$ cat src/rtl/memory_exerciser.sv
// memory_exerciser: bus initiator that writes a fixed word pattern into a
// window of memory, reads it back through a registered-read responder and
// reports pass/fail, the number of mismatching words and the first bad address.
module memory_exerciser #(
    parameter int unsigned base_addr  = 0,
    parameter int unsigned addr_size  = 16,
    parameter int unsigned word_size  = 16,
    parameter int unsigned array_size = 1,
    parameter logic [array_size*word_size-1:0] array_content = '0
) (
    input  logic                 clk,
    input  logic                 reset,
    input  logic                 start,
    output logic [addr_size-1:0] addr,
    output logic [word_size-1:0] data_out,
    input  logic [word_size-1:0] data_in,
    output logic                 write_en,
    output logic                 busy,
    output logic                 done,
    output logic                 pass,
    output logic [addr_size-1:0] err_count,
    output logic [addr_size-1:0] first_err_addr
);

    // Index counter wide enough for 0..array_size-1 (at least one bit).
    localparam int unsigned IDX_W = (array_size > 1) ? $clog2(array_size) : 1;
    localparam logic [IDX_W-1:0]     LAST_IDX = IDX_W'(array_size - 1);
    localparam logic [addr_size-1:0] BASE     = addr_size'(base_addr);

    typedef enum logic [2:0] {
        S_IDLE  = 3'd0,
        S_WRITE = 3'd1,
        S_READ  = 3'd2,
        S_DRAIN = 3'd3,
        S_DONE  = 3'd4
    } state_t;

    state_t state_q, state_d;

    logic [IDX_W-1:0]     idx_q, idx_d;
    logic [addr_size-1:0] addr_q, addr_d;
    logic [word_size-1:0] data_out_q, data_out_d;
    logic                 write_en_q, write_en_d;
    logic                 busy_q, busy_d;
    logic                 done_q, done_d;
    logic                 pass_q, pass_d;
    logic [addr_size-1:0] err_count_q, err_count_d;
    logic [addr_size-1:0] first_err_addr_q, first_err_addr_d;
    // Set once any mismatch has been seen in the current run; independent of
    // err_count so that saturation cannot hide the first-error condition.
    logic                 err_seen_q, err_seen_d;
    // Compare pipeline: the read issued last cycle is checked this cycle.
    logic                 cmp_valid_q, cmp_valid_d;
    logic [IDX_W-1:0]     cmp_idx_q, cmp_idx_d;

    logic                 is_last;
    logic [IDX_W-1:0]     idx_inc;
    logic [word_size-1:0] expected_word;
    logic                 mismatch;

    // Pattern word for an index; a mux loop keeps N=1 free of zero-width indexing.
    function automatic logic [word_size-1:0] word_at(input logic [IDX_W-1:0] idx);
        logic [word_size-1:0] w;
        w = '0;
        for (int unsigned k = 0; k < array_size; k++) begin
            if (idx == IDX_W'(k)) begin
                w = array_content[k*word_size +: word_size];
            end
        end
        return w;
    endfunction

    assign is_last       = (idx_q == LAST_IDX);
    assign idx_inc       = idx_q + IDX_W'(1);
    assign expected_word = word_at(cmp_idx_q);
    assign mismatch      = cmp_valid_q && (data_in != expected_word);

    // State register with synchronous active-low reset.
    always_ff @(posedge clk) begin
        if (!reset) begin
            state_q <= S_IDLE;
        end else begin
            state_q <= state_d;
        end
    end

    // Next-state logic: walk write window, read window, one drain cycle, done.
    always_comb begin
        state_d = state_q;
        case (state_q)
            S_IDLE:  if (start) state_d = S_WRITE;
            S_WRITE: if (is_last) state_d = S_READ;
            S_READ:  if (is_last) state_d = S_DRAIN;
            S_DRAIN: state_d = S_DONE;
            S_DONE:  if (start) state_d = S_WRITE;
            default: state_d = S_IDLE;
        endcase
    end

    // Output/datapath next values; every output is computed one cycle ahead and registered.
    always_comb begin
        idx_d            = idx_q;
        addr_d           = addr_q;
        data_out_d       = data_out_q;
        write_en_d       = 1'b0;
        pass_d           = pass_q;
        err_count_d      = err_count_q;
        first_err_addr_d = first_err_addr_q;
        err_seen_d       = err_seen_q;
        cmp_valid_d      = 1'b0;
        cmp_idx_d        = cmp_idx_q;
        busy_d           = (state_d == S_WRITE) || (state_d == S_READ) || (state_d == S_DRAIN);
        done_d           = (state_d == S_DONE);

        // Read-back check of the word whose address went out last cycle.
        if (mismatch) begin
            if (err_count_q != '1) begin
                err_count_d = err_count_q + addr_size'(1);
            end
            if (!err_seen_q) begin
                err_seen_d       = 1'b1;
                first_err_addr_d = BASE + addr_size'(cmp_idx_q);
            end
        end

        case (state_q)
            S_IDLE, S_DONE: begin
                if (start) begin
                    idx_d            = '0;
                    addr_d           = BASE;
                    data_out_d       = word_at('0);
                    write_en_d       = 1'b1;
                    pass_d           = 1'b0;
                    err_count_d      = '0;
                    first_err_addr_d = '0;
                    err_seen_d       = 1'b0;
                end
            end
            S_WRITE: begin
                if (is_last) begin
                    idx_d      = '0;
                    addr_d     = BASE;
                    data_out_d = '0;
                end else begin
                    idx_d      = idx_inc;
                    addr_d     = BASE + addr_size'(idx_inc);
                    data_out_d = word_at(idx_inc);
                    write_en_d = 1'b1;
                end
            end
            S_READ: begin
                cmp_valid_d = 1'b1;
                cmp_idx_d   = idx_q;
                data_out_d  = '0;
                if (!is_last) begin
                    idx_d  = idx_inc;
                    addr_d = BASE + addr_size'(idx_inc);
                end
            end
            S_DRAIN: begin
                pass_d = !(err_seen_q || mismatch);
            end
            default: begin
            end
        endcase
    end

    // Registered outputs and pipeline state; reset clears everything, even mid-run.
    always_ff @(posedge clk) begin
        if (!reset) begin
            idx_q            <= '0;
            addr_q           <= '0;
            data_out_q       <= '0;
            write_en_q       <= 1'b0;
            busy_q           <= 1'b0;
            done_q           <= 1'b0;
            pass_q           <= 1'b0;
            err_count_q      <= '0;
            first_err_addr_q <= '0;
            err_seen_q       <= 1'b0;
            cmp_valid_q      <= 1'b0;
            cmp_idx_q        <= '0;
        end else begin
            idx_q            <= idx_d;
            addr_q           <= addr_d;
            data_out_q       <= data_out_d;
            write_en_q       <= write_en_d;
            busy_q           <= busy_d;
            done_q           <= done_d;
            pass_q           <= pass_d;
            err_count_q      <= err_count_d;
            first_err_addr_q <= first_err_addr_d;
            err_seen_q       <= err_seen_d;
            cmp_valid_q      <= cmp_valid_d;
            cmp_idx_q        <= cmp_idx_d;
        end
    end

    assign addr           = addr_q;
    assign data_out       = data_out_q;
    assign write_en       = write_en_q;
    assign busy           = busy_q;
    assign done           = done_q;
    assign pass           = pass_q;
    assign err_count      = err_count_q;
    assign first_err_addr = first_err_addr_q;

endmodule

$ cat config.mk
export PLATFORM = sky130hd
export DESIGN_NAME = memory_exerciser
export DESIGN_NICKNAME = d
export VERILOG_FILES = /design/src/rtl/memory_exerciser.sv
export SDC_FILE = /design/constraint.sdc
export NUM_CORES = 1
export LEC_CHECK = 0
export BUFFER_PORTS_ARGS = -buffer_cell sky130_fd_sc_hd__buf_2
export CORE_ASPECT_RATIO = 0.9
export CORE_MARGIN = 2
export CORE_UTILIZATION = 50
export CTS_CLUSTER_DIAMETER = 40
export DETAILED_ROUTE_END_ITERATION = 6
export PLACE_DENSITY = 0.84
export SLEW_MARGIN = 15
export SYNTH_ARGS = -nofsm -noshare
export SYNTH_HDL_FRONTEND = slang
export SYNTH_SLANG_ARGS = --single-unit
$ cat constraint.sdc
create_clock -name clk -period 5.4 [get_ports clk]
set_input_delay 1.08 -clock clk [delete_from_list [all_inputs] [get_ports clk]]
set_output_delay 1.08 -clock clk [all_outputs]
set_load 0.02 [all_outputs]
==> results of run 1 <==
[path summary, 6_finish.rpt]
check | from | end | cells after the start
max | data_in[9] | first_err_addr[11] | 5
min | addr[0] | addr[0] | 1
min reg2reg | addr[0] | addr[0] | 1
max reg2reg | err_count[2] | err_count[8] | 4
[synthesized netlist by cell type, types with 3 or more instances]
| master | number |
|---|---|
| and2_1 | 17 |
| nor4_1 | 5 |
| buf_4 | 31 |
| o21ai_0 | 3 |
| nand4_1 | 8 |
| mux2i_1 | 3 |
| dfxtp_1 | 42 |
| nor3_1 | 6 |
| a21oi_1 | 13 |
| inv_1 | 5 |
| o31ai_1 | 8 |
| nand3_1 | 7 |
| nor2_1 | 4 |
| nand2_1 | 10 |
| clkbuf_1 | 4 |
| or4_1 | 10 |
| or3_1 | 5 |
[power groups by stage]
stage | sequential [mW] | combinational (mW) | clock (mW)
final | 0.331 | 0.0887 | 0.299
after global routing | 0.332 | 0.0991 | 0.319
after CTS | 0.331 | 0.0887 | 0.303
after detailed placement | 0.338 | 0.0881 | 0
after global placement | 0.338 | 0.0862 | 0
after floorplan | 0.343 | 0.0835 | 0
[cell families (layout without fill, tap and decap cells)]
kind of cell / Yosys count / after routing / synth area share
buffers and inverters: 43 / 69 / 0.152
other: 1 / 31 / 0.00191
adder cells (fa/ha/maj): 1 / 1 / 0.00638
AND/OR/NAND/NOR: 88 / 88 / 0.274
flip-flops: 42 / 42 / 0.429
AO/OA/AOI/OAI: 33 / 33 / 0.117
multiplexers: 3 / 3 / 0.0153
XOR/XNOR: 1 / 1 / 0.00447
[cell type report]
type                       instances  area share
inverter                           5     0.00822
multi-input combinational        157       0.412
sequential                        42       0.368
tap                               46      0.0252
timing repair buffer              56       0.124
clock buffer                       6      0.0362
clock inverter                     2      0.0263
[per-layer routing]
layer,global-route usage,vias up
li1,-,811
met1,0.211,755
met2,0.302,62
met3,0.0496,7
met4,0.0721,0
met5,0,-
[per-stage QoR]
step,util,hold WS [ps]
after floorplan,-,452
after global placement,0.572,439
after detailed placement,0.572,434
after CTS,0.610,444
after global routing,0.612,475
final,0.612,443
==> flow_summary.json, run 1 <==
{
  "pre_cts_slack_ps": 1960,
  "status": "finished, final reports clean",
  "slowest_delay_ps": 990,
  "ys_async_sr_fraction": 0,
  "endpoint_kind": "flip-flop",
  "seqPwrFrac": 0.460,
  "num-nets-final": 287,
  "seq_area_frac_synth": 0.429,
  "synth_cell_type_count": 40,
  "synth_warnings": 0,
  "fin_area_um2": 2280,
  "layout.cells.non_filler": 314,
  "p_sw_mw": 0.175,
  "rsz0062_at_grt": "false",
  "worst_slack_ps": 2250,
  "synth_seq_cells": 42,
  "clkLatencyLatePin_ps": 290,
  "synth-edff-count": 0,
  "grt_usage": 0.178,
  "drtIter0Drc": 96,
  "core-area_um2": 3730,
  "power.share.clock": 0.416,
  "hold_viol_final": 0,
  "p_leak_nw": 0.999,
  "grt_pass1_wl_mm": 6.27,
  "clkTransAtPathRegs_ps": 80,
  "synth.top_cell.area_share": 0.429,
  "die_y_um": 63.4,
  "slew_violations": 0,
  "max-slew-margin-rel": 0.293,
  "switching_share": 0.243,
  "skew_ps": 5.68,
  "vias": 1635,
  "crit_fanout": 24,
  "startpoint_type": "input pin",
  "setup_viol_count_final": 0,
  "nFillCells": 332,
  "critPathTopFamily": "compound AO/OA/AOI/OAI gates",
  "postRouteAntennaNets": 0,
  "cp.required_ps": 5630,
  "placed_cell_area_um2": 2130,
  "drv_cap": 0,
  "fin_crit_sh": 0.584,
  "place.gp.congestion": 0.842,
  "dr.pass1.iters": 4,
  "cp_slowest_cell": "o41ai_4",
  "wirelength_met1_mm": 1.59,
  "avgRoutedWirePerCell_um": 12.7,
  "critPathKind": "input pin to flip-flop",
  "ys.flop_type": "dfxtp_1",
  "worstMarginPinSlew_ps": 1060,
  "worst_ep_arrival_time_ps": 3390,
  "pwr-share-comb": 0.123,
  "finalSetupTns_ps": 0,
  "dp_hpwl_mm": 2.94,
  "final_common_cell": "buf_2",
  "placedCellCount": 306,
  "r2r_setup_slack_ps": 3590,
  "antenna_cells": 0,
  "num_io_pins": 87,
  "mostFrequentLayoutCells": "buf_2, dfxtp_1, conb_1",
  "avgViaCountPerCell": 5.21,
  "cts_tree": "done",
  "fp.dieW_um": 70.0,
  "cts_buffers": 5,
  "area_delta_synth_final_pct": 16.5,
  "wl_met3_um": 257,
  "cts_setup_buffers": 0,
  "synthTopCellsByArea": "dfxtp_1, buf_4, and2_1",
  "holdBufCountCts": 0,
  "finalPower_mw": 0.718,
  "top_layer": "met4",
  "clock-root-buffer": "clkbuf_8",
  "hold_class": "flip-flop to flip-flop",
  "multi_input_area_um2": 941,
  "cts_resized": 0,
  "max_clock_freq_mhz": 317,
  "antenna_found_initial": 0,
  "portBuffers": 55,
  "initial_utilization": 0.525,
  "seqCellArea_um2": 841,
  "yosys.area.top_type": "dfxtp_1",
  "ir_drop_mv": 0.280,
  "p_int_mw": 0.544,
  "row_count": 21,
  "synth_area_per_cell_um2": 9.25,
  "wl_met2_mm": 2.05,
  "grt_pass1_vias": 1373,
  "cp_num_buf_inv": 1,
  "drc_errors": 0,
  "netlist_instances": 212,
  "min_period_ps": 3150,
  "grt_max_degree": 25,
  "crit_chain": "buf_2 -> or4_4 -> o41ai_4 -> o21a_1 -> and2_1",
  "powerDensity_nw_per_um2": 315,
  "netlist_area_um2": 1960,
  "htree_levels": 2,
  "grt_overflow": 0,
  "routed_wl_mm": 3.97,
  "cts_buffer_depth": 2,
  "final_layout_size_suffix_gt1_frac": 0.265,
  "clock_sinks": 42,
  "dieArea_um2": 4440
}
Note: power is estimated with default switching activity, not from simulation.
==> inputs of run 2 (changes only) <==
Settings changed: ABC_AREA set to 1, CORE_UTILIZATION 50 to 48, PLACE_DENSITY 0.84 to 0.79.
Clock period 5.4 ns to 3.15 ns, I/O delays scaled along.
==> run 2 against run 1 <==
Net effect:
- worst setup slack got worse by 930 ps
- register-to-register slack got worse by 2300 ps
- critical path depth rose by 1
- highest routed layer unchanged
- clock skew fell by 3.7 ps
- synthesized area rose by 10%
- largest cell class unchanged
- non-clock buffer count fell by 1
- total power rose by 39%
- clock-buffer cell count rose by 1
==> flow_summary.json, run 2 <==
{
  "status": "finished, final reports clean",
  "drc_errors": 0,
  "hold_start": "addr[0]",
  "powerDensity_nw_per_um2": 407,
  "seq_area_frac_synth": 0.390,
  "dr.pass1.iters": 4,
  "row_count": 23,
  "place.gp.congestion": 0.884,
  "hold_viol_final": 0,
  "max-slew-margin-rel": 0.567,
  "initial_utilization": 0.493,
  "slew_violations": 0,
  "synth_seq_cells": 42,
  "ys.flop_type": "dfxtp_1",
  "antenna_found_initial": 0,
  "skew_ps": 1.95,
  "reg2reg_depth": 6,
  "startpoint_type": "flip-flop",
  "cts_resized": 0,
  "cts_buffers": 5,
  "hold_end": "addr[0]",
  "grt.met2_usage": 0.311,
  "slowest_delay_ps": 610,
  "r2r_end": "err_count[12]",
  "netlist_area_um2": 2160,
  "vias": 1952,
  "crit_fanout": 23,
  "synth_area_per_cell_um2": 7.09,
  "grt_pass1_vias": 1619,
  "synth.top_cell.area_share": 0.390,
  "r2r_setup_slack_ps": 1320,
  "hold_class": "flip-flop to flip-flop",
  "fin_crit_sh": 0.581,
  "cp_slowest_cell": "inv_1",
  "yosys.area.top_type": "dfxtp_1",
  "die_y_um": 67.6,
  "synthTopCellsByArea": "dfxtp_1, buf_4, nand2_1",
  "antenna_cells": 0,
  "min_period_ps": 1830,
  "drtIter0Drc": 104,
  "netlist_instances": 304,
  "worstMarginPinSlew_ps": 649,
  "clock-root-buffer": "clkbuf_8",
  "cts_setup_buffers": 0,
  "critPathTopFamily": "buffers and inverters",
  "p_leak_nw": 1.24,
  "cp.required_ps": 3380,
  "use_met1": 0.225,
  "r2r_start": "state_q[1]",
  "htree_levels": 2,
  "portBuffers": 55,
  "synth-edff-count": 0,
  "mostFrequentLayoutCells": "nand2_1, buf_2, nor2_1",
  "path_depth": 6,
  "hold_slack_ps": 457,
  "clock_sinks": 42,
  "num_io_pins": 87,
  "cp_num_buf_inv": 1,
  "endpoint_kind": "flip-flop",
  "whs_path_depth": 2,
  "grt_max_degree": 24,
  "postRouteAntennaNets": 0,
  "num-nets-final": 380,
  "seqCellArea_um2": 841,
  "crit_chain": "nor2_1 -> nand2_1 -> nand2_1 -> inv_1 -> o21ai_0 -> nor2_1",
  "area_delta_synth_final_pct": 13.5,
  "cts_tree": "done",
  "grt_overflow": 0,
  "routed_wl_mm": 4.32,
  "holdBufCountCts": 0,
  "drv_cap": 0,
  "clkTransAtPathRegs_ps": 70,
  "nFillCells": 442,
  "final_layout_size_suffix_gt1_frac": 0.249,
  "dieArea_um2": 5040,
  "cts_buffer_depth": 2,
  "grt_pass1_wl_mm": 6.93,
  "yosys-top-cells-count": "nand2_1, nor2_1, dfxtp_1, buf_4, nand3_1",
  "grt_usage": 0.181,
  "synth_warnings": 0,
  "rsz0062_at_grt": "false",
  "fp.dieW_um": 74.6,
  "final_util": 0.559,
  "worst_ep_arrival_time_ps": 2060,
  "dp_hpwl_mm": 3.27,
  "max_clock_freq_mhz": 546,
  "grt.busiest_layer": "met2",
  "multi_input_area_um2": 1010,
  "ys_async_sr_fraction": 0,
  "finalSetupTns_ps": 0,
  "setup_viol_count_final": 0,
  "avgViaCountPerCell": 4.61,
  "synth.most_common_cell": "nand2_1",
  "synth_cell_type_count": 28,
  "avgRoutedWirePerCell_um": 10.2,
  "met3_usage": 0.0507,
  "core-area_um2": 4370,
  "ir_drop_mv": 0.378,
  "critPathKind": "flip-flop to flip-flop",
  "clkLatencyLatePin_ps": 290,
  "final_common_cell": "nand2_1"
}
run 2: cell types whose count changed after synthesis, moves of 4 or more:
cell,delta
nor3_1,-4
or3_1,-5
inv_2,+11
nand3_1,+25
nand2_1,+50
inv_1,+22
clkbuf_1,-4
nand2_2,+4
and2_1,-17
or4_1,-10
o31ai_1,-8
nor4_1,-5
nor2_1,+41
run 2: layout make-up:
type / count / share of cell area
Multi-Input combinational cell: 217 / 0.414
Sequential cell: 42 / 0.344
Timing Repair Buffer: 55 / 0.113
Inverter: 39 / 0.0609
Clock buffer: 7 / 0.0353
Tap cell: 62 / 0.0317
Clock inverter: 1 / 0.00205
run 2: kinds of logic after synthesis:
logic type / Yosys count / share of synthesized area
xor+xnor: 1 / 0.00406
simple gates: 165 / 0.356
flops: 42 / 0.390
buf+inv: 75 / 0.193
compound gates: 19 / 0.0493
other cells: 1 / 0.00174
fa+ha+maj: 1 / 0.00580
run 2: worst max path at each step:
stage                      start             to  slack, ps
global route          state_q[1]   err_count[1]       1120
finish                state_q[1]  err_count[12]       1320
global placement           start  err_count[12]       1080
floorplan           err_count[0]   err_count[1]       1570
detailed placement         start  err_count[12]       1040
CTS                   state_q[1]  err_count[12]       1340
run 2: per-stage QoR:
stage	setup WS [ps]	std cells	instance area, um^2	total power, mW
6_report	1320	423	2450	0.996
2_1_floorplan	1570	334	2270	0.668
4_1_cts	1340	423	2450	1.00
5_1_grt	1120	423	2450	1.04
3_5_place_dp	1040	415	2350	0.660
3_3_place_gp	1080	415	2350	0.658
run 2: worst register-to-register path: cells and delay by family, from the launching register on:
kind | cells | cell delay (ps)
compound gates | 1 | 180
buf+inv | 1 | 610
flops | 1 | 390
simple gates | 4 | 590
run 2: power breakdown:
part	switching, mW	internal (mW)	leakage (nW)
clock network	0.171	0.177	0.0482
registers	0.00717	0.540	0.339
logic	0.0800	0.0218	0.856
run 2: per-layer routing:
metal	vias up	wire [um]
li1	1007	-
met1	865	1840
met2	78	2040
met3	2	414
met4	0	20
met5	-	0
